[src/rtl/stall_ctrl_pkg.sv]
// Shared types and constants for the pipeline stall/redirect controller.
// No logic; widths and encodings only.
// Imported by stall_encode and stall_ctrl.
package stall_ctrl_pkg;

    localparam int STALL_W = 6;
    localparam int ADDR_W  = 32;
    localparam int WDOG_W  = 8;

    typedef logic [STALL_W-1:0] stall_bus_t;
    typedef logic [ADDR_W-1:0]  inst_addr_t;
    typedef logic [WDOG_W-1:0]  wdog_cnt_t;

    localparam logic       STOP      = 1'b1;
    localparam logic       NO_STOP   = 1'b0;
    localparam inst_addr_t ZERO_WORD = '0;
    localparam wdog_cnt_t  WDOG_MAX  = '1;

    // Bit positions inside the stall bus
    localparam int PC_BIT     = 0;
    localparam int EX_MEM_BIT = 3;

    // Freeze patterns: every stage at or before the requester stops
    localparam stall_bus_t STALL_NONE = 6'b000000;
    localparam stall_bus_t STALL_IF   = 6'b000011;
    localparam stall_bus_t STALL_ID   = 6'b000111;
    localparam stall_bus_t STALL_EX   = 6'b001111;
    localparam stall_bus_t STALL_MEM  = 6'b011111;

    typedef enum logic {
        RUN  = 1'b0,
        PEND = 1'b1
    } state_t;

endpackage

[src/rtl/stall_encode.sv]
// Priority encoder from per-stage stall requests to the freeze bus.
// Latency: combinational, zero cycles.
// Backpressure: none; the deepest requesting stage wins.
module stall_encode
    import stall_ctrl_pkg::*;
(
    input  logic       stallreq_if,
    input  logic       stallreq_id,
    input  logic       stallreq_ex,
    input  logic       stallreq_mem,
    output stall_bus_t stall
);

    // Deepest stage wins so frozen bits are always a contiguous low-order run
    always_comb begin
        stall = STALL_NONE;
        if (stallreq_mem)     stall = STALL_MEM;
        else if (stallreq_ex) stall = STALL_EX;
        else if (stallreq_id) stall = STALL_ID;
        else if (stallreq_if) stall = STALL_IF;
    end

endmodule

[src/rtl/stall_ctrl.sv]
// Pipeline stall bus, branch redirect/flush sequencing and frozen-PC watchdog.
// Latency: stall and unblocked redirects are combinational; blocked redirects wait in PEND.
// Backpressure: branches seen while EX/MEM is frozen are dropped; EX re-presents them.
module stall_ctrl
    import stall_ctrl_pkg::*;
#(
    parameter int WDOG_LIMIT = 255
)(
    input  logic       clk,
    input  logic       rst,
    input  logic       stallreq_if,
    input  logic       stallreq_id,
    input  logic       stallreq_ex,
    input  logic       stallreq_mem,
    input  logic       branch_flag,
    input  inst_addr_t branch_target,
    output stall_bus_t stall,
    output logic       flush,
    output logic       new_pc_valid,
    output inst_addr_t new_pc,
    output logic       stall_err
);

    localparam wdog_cnt_t LIMIT = wdog_cnt_t'(WDOG_LIMIT);

    stall_bus_t stall_raw;
    state_t     state;
    state_t     state_nxt;
    inst_addr_t pend_pc;
    inst_addr_t pend_pc_nxt;
    wdog_cnt_t  wdog_cnt;
    wdog_cnt_t  wdog_nxt;
    logic       pc_stop;
    logic       ex_stop;
    logic       br_acc;

    stall_encode u_encode (
        .stallreq_if  (stallreq_if),
        .stallreq_id  (stallreq_id),
        .stallreq_ex  (stallreq_ex),
        .stallreq_mem (stallreq_mem),
        .stall        (stall_raw)
    );

    // Outputs go quiet while reset is held, whatever the requests say
    assign stall   = rst ? stall_raw : STALL_NONE;
    assign pc_stop = (stall[PC_BIT] == STOP);
    assign ex_stop = (stall[EX_MEM_BIT] == STOP);
    assign br_acc  = branch_flag && !ex_stop;

    // Redirect decision: immediate when the PC can load, otherwise parked in PEND
    always_comb begin
        flush        = 1'b0;
        new_pc_valid = 1'b0;
        new_pc       = ZERO_WORD;
        state_nxt    = state;
        pend_pc_nxt  = pend_pc;
        if (rst) begin
            case (state)
                RUN: begin
                    if (br_acc) begin
                        if (!pc_stop) begin
                            flush        = 1'b1;
                            new_pc_valid = 1'b1;
                            new_pc       = branch_target;
                        end else begin
                            pend_pc_nxt = branch_target;
                            state_nxt   = PEND;
                        end
                    end
                end
                PEND: begin
                    // EX only holds a bubble here, so branch_flag is not looked at
                    if (!pc_stop) begin
                        flush        = 1'b1;
                        new_pc_valid = 1'b1;
                        new_pc       = pend_pc;
                        state_nxt    = RUN;
                    end
                end
                default: state_nxt = RUN;
            endcase
        end
    end

    // Watchdog counts consecutive frozen-PC cycles and saturates
    always_comb begin
        wdog_nxt = '0;
        if (pc_stop) begin
            wdog_nxt = (wdog_cnt == WDOG_MAX) ? WDOG_MAX : wdog_cnt + wdog_cnt_t'(1);
        end
    end

    // FSM state, parked target, watchdog count and sticky error flag
    always_ff @(posedge clk or negedge rst) begin
        if (!rst) begin
            state     <= RUN;
            pend_pc   <= ZERO_WORD;
            wdog_cnt  <= '0;
            stall_err <= 1'b0;
        end else begin
            state    <= state_nxt;
            pend_pc  <= pend_pc_nxt;
            wdog_cnt <= wdog_nxt;
            if (wdog_nxt == LIMIT) begin
                stall_err <= 1'b1;
            end
        end
    end

endmodule

[config.mk]
export PLATFORM = sky130hd
export DESIGN_NAME = stall_ctrl
export DESIGN_NICKNAME = d
export VERILOG_FILES = /design/src/rtl/stall_ctrl_pkg.sv /design/src/rtl/stall_encode.sv /design/src/rtl/stall_ctrl.sv
export SDC_FILE = /design/constraint.sdc
export NUM_CORES = 1
export LEC_CHECK = 0
export CORE_MARGIN = 4
export CORE_UTILIZATION = 25
export CTS_CLUSTER_DIAMETER = 200
export CTS_CLUSTER_SIZE = 30
export DETAILED_ROUTE_END_ITERATION = 8
export GPL_TIMING_DRIVEN = 0
export MAX_ROUTING_LAYER = met4
export RECOVER_POWER = 25
export SYNTH_ARGS = -nofsm -noshare
export SYNTH_HDL_FRONTEND = slang
export SYNTH_SLANG_ARGS = --single-unit
[constraint.sdc]
create_clock -name clk -period 3.2 [get_ports clk]
set_clock_uncertainty 0.15 [all_clocks]
set_input_delay 0.64 -clock clk [delete_from_list [all_inputs] [get_ports clk]]
set_output_delay 0.64 -clock clk [all_outputs]
set_load 0.05 [all_outputs]
==> results.ini <==
[run_status]
status = complete, no violations

[synth]
synth-xor-area-share_pct = 1.162
yosysTopAreaCell = dfrtp_1
synth_simple_gate_area_share_pct = 12.78
synth_area_leaders = dfrtp_1, mux2_2, mux2i_1
ys_ff_latch = 42
synth_top_family_by_area = multiplexers
async_flop_share_pct = 100.0
yosysUniqueCellTypes = 35
synth_nets = 241
ys_seq_area_share_pct = 46.46
synth_cells = 201
yosysWarnings = 0
synth-compound-area-share_pct = 4.867
ys.flop_type = dfrtp_1
synth_enable_flop_cells = 0
muxShareOfSynthArea_pct = 28.76
yosysTopAreaCellShare_pct = 46.46
synth.avg_cell_area_um2 = 11.25
syn-cell-area_um2 = 2262
synthAdderAreaFrac_pct = 0.5531

[sta]
hold_violations = 0
post-route-period-util_pct = 96.76
rsz0062_at_grt = yes
final-max-slew-violation-count = 0
min_period_ps = 3096
holdWs_ps = 48.00
timing.fmax_mhz = 323.0
finalSetupViolations = 0
worstMarginPinSlew_ps = 808.5
relSlewSlack_pct = 46.10

[floorplan]
start_util_pct = 25.81
rows = 34
die_x_um = 103.1
coreArea_um2 = 8763
io_pins = 80
die_h_um = 103.1
die_area_um2 = 10630

[global_route]
overflow = 0
grt_max_degree = 27
antenna_found_initial = 0
grt_pass1_wl_mm = 9.080
grtUsageTotal_pct = 11.33
grt_pass1_vias = 1822

[detailed_routing]
drcViolationCount = 0
drtIter0Drc = 11
wl_per_cell_um = 13.95
drt_first_pass_iters = 3
viasPerCell = 4.495
wl_mm = 5.551
via_count = 1789
postRouteAntennaNets = 0

[setup_path]
slowest_delay_ps = 540
cp-start-kind = input pin
path_max_fanout = 4
critPathKind = in -> out
cp.buffers_inverters = 3
path_delay_family = buffers and inverters
crit_arrival_ps = 2310
crit_path_end_kind = output pin
crit_chain = clkdlybuf4s50_1 -> nor4_4 -> buf_4 -> nand2_1 -> nor2_1 -> dlygate4sd2_1
worst_ep_required_time_ps = 2410
crit_slowest_cell = dlygate4sd2_1

[clock_tree]
cts_tree = yes
clock_path_buffers = 2
clk_pin_slew_ps = 90
cts.sinks = 42
clk_latency_ps = 300
cts_max_level = 2
numCtsBuffers = 5
cts_root_buffer = clkbuf_8

[layout]
fillers = 886
insertedDiodeCount = 0
drive_above_1_share_pct = 32.76
instances_no_fill = 398
syn2layout_area_growth_pct = 42.42
stdcell_area_um2 = 3222
post-route-util_pct = 36.76
nets = 329

[placement]
gp_congestion = 0.7403
dp_cells = 388
place_area_um2 = 3193
place_hpwl_mm = 4.148
io_buffers = 78

[power_and_ir_drop]
p_per_area_nw_per_um2 = 464.9
irDropWorstVdd_mv = 0.1629
p_leak_nw = 1.565

[run]
cap_violations = 0

[min_path]
hold_path_class = in -> async

==> sequential cells by signal (all words and copies together) (netlist names) <==
signal / count
stall_err: 1
pend_pc: 32
wdog_cnt: 8
state: 1
==> worst register-to-register path, cell delays in order, from the launching register on <==
cell	delay [ps]
dfrtp_1	420
ha_1	270
nand4_1	140
or2_2	310
clkbuf_1	180
o41ai_1	100
a21o_1	160
==> kinds of logic after synthesis <==
kind of cell | after synthesis
multiplexers | 61
flip-flops | 42
XOR/XNOR | 3
AO/OA/AOI/OAI | 17
AND/OR/NAND/NOR | 57
other | 1
buffers and inverters | 19
adder cells (fa/ha/maj) | 1
==> synth_stat cells (2+ instances only) <==
master and n:
buf_6 3, nor3_1 3, nand2_1 3, buf_4 3, inv_1 3, mux2_2 32
and3_1 2, buf_2 2, xnor2_1 2, dfrtp_1 42, nand3_1 4, nor2_1 35
a21oi_1 6, clkbuf_1 7, a31oi_1 3, nand4_1 2, mux2i_1 29, a22oi_1 3
==> layout make-up <==
type | count | area (µm²) | share of cell area [%]
Buffer | 16 | 118.9 | 3.689
Tap cell | 108 | 135.1 | 4.194
Clock buffer | 5 | 68.82 | 2.136
Multi-Input combinational cell | 140 | 1092 | 33.90
Sequential cell | 42 | 1051 | 32.62
Inverter | 3 | 11.26 | 0.3495
Timing Repair Buffer | 81 | 704.4 | 21.86
Clock inverter | 3 | 40.04 | 1.243
==> timing repair <==
action                     in CTS  in global routing
hold buffers                    0                  0
pin swaps                       1                  0
resized for setup             169                 36
setup endpoints to repair      39                 35
setup buffers                   2                  0
==> cell usage in the layout, fill, tap and decap left out, drive strengths merged, types with 3 or more instances in the layout <==
cell and instances:
a21oi 6, a22oi 3, a31oi 3, buf 34, clkbuf 24, clkdlybuf4s50 38, dfrtp 42, dlygate4sd2 3
dlymetal6s2s 3, inv 3, mux2 32, mux2i 29, nand2 3, nand3 4, nor2 35, nor3 3
==> where the power goes <==
group / switching, mW / total, mW / internal [mW]
registers: 0.0472 / 0.676 / 0.628
clock network: 0.193 / 0.423 / 0.230
logic: 0.183 / 0.399 / 0.215
==> routing by layer <==
layer  global-route usage [%]  wire length [µm]
met5                        -                 0
met4                    2.988                41
met3                    3.045               394
met2                    17.86              2566
met1                    14.40              2549
==> final timing paths <==
kind,startpoint,to,slack [ps],cells after the start
max,stallreq_ex,new_pc[14],100,6
min,rst,pend_pc[9],50,1
max reg2reg,wdog_cnt[0],stall_err,1420,6
min reg2reg,stall_err,stall_err,320,1
max in group asynchronous,rst,wdog_cnt[1],2420,2
min in group clk,stall_err,stall_err,320,1
==> metrics by stage <==
stage / setup TNS, ps / power [mW] / setup slack [ps]
floorplan: 0 / 0.9569 / 384.2
global placement: -113260 / 1.083 / -2259
detailed placement: -24630 / 1.096 / -833.6
CTS: 0 / 1.522 / 13.16
global route: 0 / 1.599 / 0.8851
finish: 0 / 1.498 / 103.6
(Power assumes the default switching activity.)
